--- src/rtl/seven_segment_pkg.sv ---
// rtl/seven_segment_pkg.sv - shared constants, slot FSM states and counter-width helper for the display driver
package seven_segment_pkg;

    localparam logic [7:0] SEGMENTS_OFF = 8'hFF;

    typedef enum logic [1:0] {BLANK, ON, DARK} slot_state_t;

    // Width of a counter running 0..count-1, never narrower than one bit.
    function automatic int count_width(input int count);
        return (count <= 2) ? 1 : $clog2(count);
    endfunction

endpackage

--- src/rtl/multiplexed_display_driver_if.sv ---
// rtl/multiplexed_display_driver_if.sv - valid/ready image update port of the multiplexed display driver
interface multiplexed_display_driver_if #(
    parameter int NUM_DIGITS      = 8,
    parameter int BRIGHTNESS_BITS = 4
);
    logic                        updateValid;
    logic                        updateReady;
    logic [4*NUM_DIGITS-1:0]     updateData;
    logic [NUM_DIGITS-1:0]       updatePoint;
    logic [NUM_DIGITS-1:0]       updateDigitMask;
    logic [NUM_DIGITS-1:0]       updateBlinkMask;
    logic [BRIGHTNESS_BITS-1:0]  updateBrightness;

    modport master (
        output updateValid, updateData, updatePoint, updateDigitMask,
               updateBlinkMask, updateBrightness,
        input  updateReady
    );

    modport slave (
        input  updateValid, updateData, updatePoint, updateDigitMask,
               updateBlinkMask, updateBrightness,
        output updateReady
    );
endinterface

--- src/rtl/multiplexed_display_driver_encoder.sv ---
// rtl/multiplexed_display_driver_encoder.sv - SevenSegmentEncoder: hex nibble to active-low {dp,g..a} pattern
module SevenSegmentEncoder (
    input  logic [3:0] value,
    input  logic       point,
    output logic [7:0] segments
);
    logic [6:0] glyph;

    always_comb begin
        glyph = 7'h7F;
        case (value)
            4'h0: glyph = 7'h40;
            4'h1: glyph = 7'h79;
            4'h2: glyph = 7'h24;
            4'h3: glyph = 7'h30;
            4'h4: glyph = 7'h19;
            4'h5: glyph = 7'h12;
            4'h6: glyph = 7'h02;
            4'h7: glyph = 7'h78;
            4'h8: glyph = 7'h00;
            4'h9: glyph = 7'h10;
            4'hA: glyph = 7'h08;
            4'hB: glyph = 7'h03;
            4'hC: glyph = 7'h46;
            4'hD: glyph = 7'h21;
            4'hE: glyph = 7'h06;
            4'hF: glyph = 7'h0E;
            default: glyph = 7'h7F;
        endcase
    end

    assign segments = {~point, glyph};
endmodule

--- src/rtl/multiplexed_display_driver.sv ---
// rtl/multiplexed_display_driver.sv - multiplexed common-anode scan driver with PWM, masks and double buffering
// Optional blink logic: define SEVEN_SEGMENT_BLINK_EN.
module multiplexed_display_driver
    import seven_segment_pkg::*;
#(
    parameter int NUM_DIGITS      = 8,
    parameter int BLANK_CYCLES    = 64,
    parameter int STEP_CYCLES     = 256,
    parameter int BRIGHTNESS_BITS = 4,
    parameter int BLINK_FRAMES    = 64
)(
    input  logic                   clock,
    input  logic                   resetN,
    multiplexed_display_driver_if.slave upd,
    output logic [7:0]             segmentEnableN,
    output logic [NUM_DIGITS-1:0]  digitEnableN,
    output logic                   frameStart
);
    localparam int MAX_LEVEL   = 2**BRIGHTNESS_BITS - 1;
    localparam int SLOT_CYCLES = BLANK_CYCLES + MAX_LEVEL*STEP_CYCLES;
    localparam int SLOT_W      = count_width(SLOT_CYCLES);
    localparam int DIGIT_W     = count_width(NUM_DIGITS);
    localparam logic [SLOT_W-1:0]  SLOT_LAST  = SLOT_W'(SLOT_CYCLES - 1);
    localparam logic [SLOT_W-1:0]  BLANK_LAST = SLOT_W'(BLANK_CYCLES - 1);
    localparam logic [DIGIT_W-1:0] DIGIT_LAST = DIGIT_W'(NUM_DIGITS - 1);

    logic [SLOT_W-1:0]          slot_count;
    logic [DIGIT_W-1:0]         digit_index;
    logic                       pending;
    logic [4*NUM_DIGITS-1:0]    shadow_data, active_data;
    logic [NUM_DIGITS-1:0]      shadow_point, active_point;
    logic [NUM_DIGITS-1:0]      shadow_mask, active_mask;
    logic [BRIGHTNESS_BITS-1:0] shadow_brightness, active_brightness;
    logic [NUM_DIGITS-1:0]      blink_hide;

    slot_state_t                state, state_next;
    logic [7:0]                 glyph, seg_next;
    logic [NUM_DIGITS-1:0]      dig_next;
    logic                       frame_next;
    logic [SLOT_W-1:0]          on_last;
    logic                       handshake, frame_boundary;

    assign handshake       = upd.updateValid && !pending;
    assign frame_boundary  = (slot_count == SLOT_LAST) && (digit_index == DIGIT_LAST);
    assign upd.updateReady = ~pending;

    always_ff @(posedge clock) begin
        if (!resetN) begin
            slot_count        <= '0;
            digit_index       <= '0;
            pending           <= 1'b0;
            shadow_data       <= '0;
            shadow_point      <= '0;
            shadow_mask       <= '0;
            shadow_brightness <= '0;
            active_data       <= '0;
            active_point      <= '0;
            active_mask       <= '0;
            active_brightness <= '0;
        end else begin
            if (slot_count == SLOT_LAST) begin
                slot_count  <= '0;
                digit_index <= (digit_index == DIGIT_LAST) ? '0 : digit_index + DIGIT_W'(1);
            end else begin
                slot_count  <= slot_count + SLOT_W'(1);
            end
            // Acceptance on the boundary cycle is safe: pending was clear, so nothing is copied now.
            if (frame_boundary && pending) begin
                active_data       <= shadow_data;
                active_point      <= shadow_point;
                active_mask       <= shadow_mask;
                active_brightness <= shadow_brightness;
            end
            if (handshake) begin
                shadow_data       <= upd.updateData;
                shadow_point      <= upd.updatePoint;
                shadow_mask       <= upd.updateDigitMask;
                shadow_brightness <= upd.updateBrightness;
                pending           <= 1'b1;
            end else if (frame_boundary) begin
                pending           <= 1'b0;
            end
        end
    end

`ifdef SEVEN_SEGMENT_BLINK_EN
    localparam int BLINK_W = count_width(BLINK_FRAMES);
    localparam logic [BLINK_W-1:0] BLINK_LAST = BLINK_W'(BLINK_FRAMES - 1);

    logic [BLINK_W-1:0]    blink_count;
    logic                  blink_phase;
    logic [NUM_DIGITS-1:0] shadow_blink, active_blink;

    always_ff @(posedge clock) begin
        if (!resetN) begin
            blink_count  <= '0;
            blink_phase  <= 1'b0;
            shadow_blink <= '0;
            active_blink <= '0;
        end else begin
            if (handshake) shadow_blink <= upd.updateBlinkMask;
            if (frame_boundary) begin
                if (pending) active_blink <= shadow_blink;
                if (blink_count == BLINK_LAST) begin
                    blink_count <= '0;
                    blink_phase <= ~blink_phase;
                end else begin
                    blink_count <= blink_count + BLINK_W'(1);
                end
            end
        end
    end

    assign blink_hide = blink_phase ? active_blink : '0;
`else
    logic unused_blink;
    assign unused_blink = (^upd.updateBlinkMask) ^ BLINK_FRAMES[0];
    assign blink_hide   = '0;
`endif

    SevenSegmentEncoder encoder (
        .value    (active_data[int'(digit_index)*4 +: 4]),
        .point    (active_point[digit_index]),
        .segments (glyph)
    );

    assign on_last = SLOT_W'(BLANK_CYCLES - 1 + int'(active_brightness) * STEP_CYCLES);

    always_comb begin
        state_next = state;
        seg_next   = SEGMENTS_OFF;
        dig_next   = '1;
        frame_next = (slot_count == '0) && (digit_index == '0);
        case (state)
            BLANK: if (slot_count == BLANK_LAST)
                       state_next = (active_brightness != '0) ? ON : DARK;
            ON: begin
                if (slot_count == SLOT_LAST)   state_next = BLANK;
                else if (slot_count == on_last) state_next = DARK;
                seg_next = glyph;
                if (active_mask[digit_index] && !blink_hide[digit_index])
                    dig_next[digit_index] = 1'b0;
            end
            DARK:  if (slot_count == SLOT_LAST) state_next = BLANK;
            default: state_next = BLANK;
        endcase
    end

    // Outputs are registered so the pins never see decode glitches.
    always_ff @(posedge clock) begin
        if (!resetN) begin
            state          <= BLANK;
            segmentEnableN <= SEGMENTS_OFF;
            digitEnableN   <= '1;
            frameStart     <= 1'b0;
        end else begin
            state          <= state_next;
            segmentEnableN <= seg_next;
            digitEnableN   <= dig_next;
            frameStart     <= frame_next;
        end
    end
endmodule

--- src/flat_wrapper.sv ---
// flat-port wrapper written by rule: the top's interface ports become plain ports
module multiplexed_display_driver_flat import seven_segment_pkg::*;
#(
    parameter int NUM_DIGITS      = 8,
    parameter int BLANK_CYCLES    = 64,
    parameter int STEP_CYCLES     = 256,
    parameter int BRIGHTNESS_BITS = 4,
    parameter int BLINK_FRAMES    = 64
)
  (clock, resetN, segmentEnableN, digitEnableN, frameStart, upd_updateValid, upd_updateData, upd_updatePoint, upd_updateDigitMask, upd_updateBlinkMask, upd_updateBrightness, upd_updateReady);
  multiplexed_display_driver_if #(.NUM_DIGITS(NUM_DIGITS), .BRIGHTNESS_BITS(BRIGHTNESS_BITS)) upd_i ();
  input  logic clock;
  input  logic resetN;
  output logic [7:0] segmentEnableN;
  output logic [NUM_DIGITS-1:0] digitEnableN;
  output logic frameStart;
  input wire logic [$bits(upd_i.updateValid)-1:0] upd_updateValid;
  input wire logic [$bits(upd_i.updateData)-1:0] upd_updateData;
  input wire logic [$bits(upd_i.updatePoint)-1:0] upd_updatePoint;
  input wire logic [$bits(upd_i.updateDigitMask)-1:0] upd_updateDigitMask;
  input wire logic [$bits(upd_i.updateBlinkMask)-1:0] upd_updateBlinkMask;
  input wire logic [$bits(upd_i.updateBrightness)-1:0] upd_updateBrightness;
  output wire logic [$bits(upd_i.updateReady)-1:0] upd_updateReady;
  assign upd_i.updateValid = upd_updateValid;
  assign upd_i.updateData = upd_updateData;
  assign upd_i.updatePoint = upd_updatePoint;
  assign upd_i.updateDigitMask = upd_updateDigitMask;
  assign upd_i.updateBlinkMask = upd_updateBlinkMask;
  assign upd_i.updateBrightness = upd_updateBrightness;
  assign upd_updateReady = upd_i.updateReady;
  multiplexed_display_driver #(.NUM_DIGITS(NUM_DIGITS), .BLANK_CYCLES(BLANK_CYCLES), .STEP_CYCLES(STEP_CYCLES), .BRIGHTNESS_BITS(BRIGHTNESS_BITS), .BLINK_FRAMES(BLINK_FRAMES)) u_core (.clock(clock), .resetN(resetN), .upd(upd_i), .segmentEnableN(segmentEnableN), .digitEnableN(digitEnableN), .frameStart(frameStart));
endmodule
--- config.mk ---
export PLATFORM = sky130hd
export DESIGN_NAME = multiplexed_display_driver_flat
export DESIGN_NICKNAME = d
export VERILOG_FILES = /design/src/rtl/seven_segment_pkg.sv /design/src/rtl/multiplexed_display_driver_if.sv /design/src/rtl/multiplexed_display_driver_encoder.sv /design/src/rtl/multiplexed_display_driver.sv /design/src/flat_wrapper.sv
export SDC_FILE = /design/constraint.sdc
export NUM_CORES = 1
export LEC_CHECK = 0
export ABC_AREA = 0
export BUFFER_PORTS_ARGS = -buffer_cell sky130_fd_sc_hd__buf_2
export CORE_ASPECT_RATIO = 1.2
export CORE_MARGIN = 10
export CORE_UTILIZATION = 61
export DETAILED_ROUTE_END_ITERATION = 8
export PLACE_DENSITY_LB_ADDON = 0.25
export SLEW_MARGIN = 20
export SYNTH_ARGS = -nofsm -noshare
export SYNTH_HDL_FRONTEND = slang
export SYNTH_SLANG_ARGS = --single-unit
--- constraint.sdc ---
create_clock -name clock -period 6.2 [get_ports clock]
set_input_delay 0.62 -clock clock [delete_from_list [all_inputs] [get_ports clock]]
set_output_delay 0.62 -clock clock [all_outputs]
set_load 0.01 [all_outputs]
==> impl_results.md <==
* Net Sw Power at 0.424 mW
* FF-to-FF End: u_core.segmentEnableN[3]
* Area delta synth->final at 15.7%
* Endpoints failing setup at 0
* RSZ-0062 raised after global routing: no
* Final wirelength at 13.1 mm
* Element type at the critical path start: flip-flop
* Most common cell after layout, fill and taps aside: nand2_1
* Internal power at 1.57 mW
* Reg2Reg Depth at 7
* Final setup skew at 0.00804 ns
* Final min period at 2.83 ns
* Gr usage total at 19.5%
* Fmax at 0.353 GHz
* Final nets at 804
* Post-synth ARST share at 0%
* Most frequent cells in the layout: 231 x nand2_1, 139 x dfxtp_1, 72 x buf_2, 64 x a21oi_1, 29 x a21boi_1
* Finished Layout Cells at 864
* Post-synth EDFFs at 0
* Crit path to: u_core.segmentEnableN[3]
* Status: complete, no violations
* Worst path required time at 6.56 ns
* Final Hold Fails at 0
* Post-route ant nets at 0
* Leak at 2.62 nW
* Die area at 13800 sq um
* Setup slack, reg-to-reg at 3.37 ns
* GP Congestion at 0.855
* Pwr dens at 298 nW/um^2
* #FFs+latches synth at 139
* Seq pwr share at 46.6%
* YS warnings at 0
* Final critical-path share of the clock period at 45.7%
* I/O Pins at 81
* Placed cell count at 831
* Synth area leader: dfxtp_1
* Initial antenna violation count at 0
* Synth Instances at 678
* Global route total overflow at 0
* Pin count of the biggest net entering global routing at 63
* Clock Root Buffer: clkbuf_8
* Register area share after synthesis at 48.1%
* H-tree Lvls at 4
* PortBufs at 72
* DP Wirelength at 8.49 mm
* Syn Nets at 751
* Worst Tran Pin Value at 1.08 ns
* Initial drt markers at 362
* Post-cts repair resize count at 0
* WL/cell at 15.2 um
* CP endpoint kind: flip-flop
* Clock transition at the registers of the reported paths at 0.06 ns
* Row count at 38
* Synth area leaders: dfxtp_1 48%, nand2_1 15%, a21oi_1 5.5%, a21boi_1 3.8%, a21boi_0 2.5%
* ANT cells at 0
* Cts hold-fix bufs at 0
* DRC Markers at 0
* Die Span X at 109 um
* Worst Hold Class: in -> reg
* Reg-to-Reg Start: u_core.digit_index[1]
* Cts bufs inserted at 17
* Layout cells sized above 1 at 17.3%
* Slew Viols, Final at 0
* Setup Buffers After CTS at 0
* Via density at 5.54
* Combinational power share at 4.1%
* Clk pwr share at 49.3%
* Worst skew pair latency at 0.52 ns
* Critical path type: reg -> reg
* Post-synth top area share at 48.1%
* Critical path arrival at 3.20 ns
* Area of the core at 9180 sq um
* CP Max Fanout at 18
* Switching fraction of total power at 21.3%
* CP Launch Point: u_core.digit_index[1]
* # clock sinks at 139
* Chip Height at 127 um
* Max_cap viols at 0
* First-pass GRT wire length at 22.0 mm
* Prevailing post-synth register cell: dfxtp_1
* Fin Hold WS at 0.336 ns
* Count of unique library cells instantiated by Yosys at 60
* Fin Setup TNS at 0 ns
* Syn_area_per_cell at 8.54 sq um
* Rel. slew slack at 27.8%
* Netlist Area Pre-Place at 5790 sq um
* Drt pass-1 iters at 5
* TritonCTS clock tree: yes
* CTS max path bufs at 2
* Vias at 4787
* Vias in the first global route at 4717
* Initial core utilization at 63.1%
* Peak VDD IR at 0.188 mV
[critical path: stages, from the launching register on]
cell and delay (ns):
dfxtp_1 0.82, mux2_4 0.36, a221o_1 0.38, a22oi_4 0.28, inv_2 0.08, ha_1 0.25
a2111oi_0 0.42, a31oi_1 0.09
[Yosys cell counts, types with 3 or more instances]
master    count
nor4_1        3
xor2_1        7
nand2_1     231
o21ai_0       5
dfxtp_1     139
and2_1        3
nand3_1      10
nor2b_1       5
mux2i_1       8
clkbuf_1     28
o221ai_1      4
xnor2_1       7
a221o_1       3
a21oi_1      64
a21boi_0     19
ha_1         10
and3_1        6
buf_6         7
nor3_1        6
inv_1         8
mux2_2        3
buf_4         4
and4_1        3
or3_1         3
nor2_1       17
a221oi_1      3
a21boi_1     29
[layer usage]
layer,vias to the layer above,global-route usage [%],share of wire (%),wire (um)
met2,123,33.0,51,6680
met1,2257,22.8,42,5500
met5,-,0,0,0
met4,0,7.85,2.1,269
met3,27,5.17,4.9,647
li1,2380,-,-,-
[cell type report]
| type | instances | area [sq um] |
|---|---|---|
| repair buffers | 77 | 418 |
| clock buffers | 19 | 432 |
| clock inverters | 13 | 150 |
| flip-flops and latches | 139 | 2780 |
| well taps | 120 | 150 |
| multi-input cells | 486 | 2730 |
| inverters | 10 | 37.5 |
| fillers | 700 | 2480 |
[power groups by stage]
stage / logic, mW / clock network [mW] / registers (mW)
after detailed placement: 0.0796 / 0 / 0.948
after global routing: 0.0935 / 1.03 / 0.931
after global placement: 0.0769 / 0 / 0.947
after floorplan: 0.0503 / 0 / 0.944
after CTS: 0.0800 / 0.996 / 0.929
final: 0.0816 / 0.983 / 0.929
[through the flow]
stage	power (mW)	utilization, %	worst slack, ns	cell area (sq um)
6_report	1.99	73.0	3.37	6700
5_1_grt	2.06	73.0	3.27	6700
4_1_cts	2.00	72.7	3.42	6670
3_5_place_dp	1.03	66.3	3.43	6090
3_3_place_gp	1.02	66.3	3.49	6090
2_1_floorplan	0.994	-	3.96	5790
[registers in the layout, indices dropped and copies added (netlist names)]
name / count
u_core.frameStart: 1
u_core.shadow_data: 32
u_core.shadow_point: 8
u_core.digit_index: 3
u_core.state: 2
u_core.segmentEnableN: 8
u_core.shadow_mask: 8
u_core.active_mask: 8
u_core.active_point: 8
u_core.shadow_brightness: 4
u_core.slot_count: 12
u_core.pending: 1
u_core.active_brightness: 4
u_core.active_data: 32
u_core.digitEnableN: 8
[cells by family (layout without fill, tap and decap cells)]
| logic type | after synthesis | in the layout | share of synthesized area [%] |
|---|---|---|---|
| xor+xnor | 14 | 14 | 2.12 |
| buf+inv | 53 | 119 | 4.93 |
| compound gates | 148 | 148 | 17.6 |
| flops | 139 | 139 | 48.1 |
| simple gates | 297 | 297 | 21.4 |
| fa+ha+maj | 10 | 10 | 2.16 |
| mux | 17 | 17 | 3.70 |
[how the worst min path moves through the flow]
stage | startpoint | end | slack [ns] | cells after the start
finish | upd_updateData[26] | u_core.shadow_data[26] | 0.34 | 3
global placement | u_core.shadow_data[29] | u_core.active_data[29] | 0.44 | 2
floorplan | u_core.active_data[24] | u_core.active_data[24] | 0.43 | 2
global route | upd_updateData[10] | u_core.shadow_data[10] | 0.32 | 3
CTS | upd_updateData[27] | u_core.shadow_data[27] | 0.32 | 3
detailed placement | u_core.active_data[27] | u_core.active_data[27] | 0.44 | 2
(Power assumes the default switching activity.)
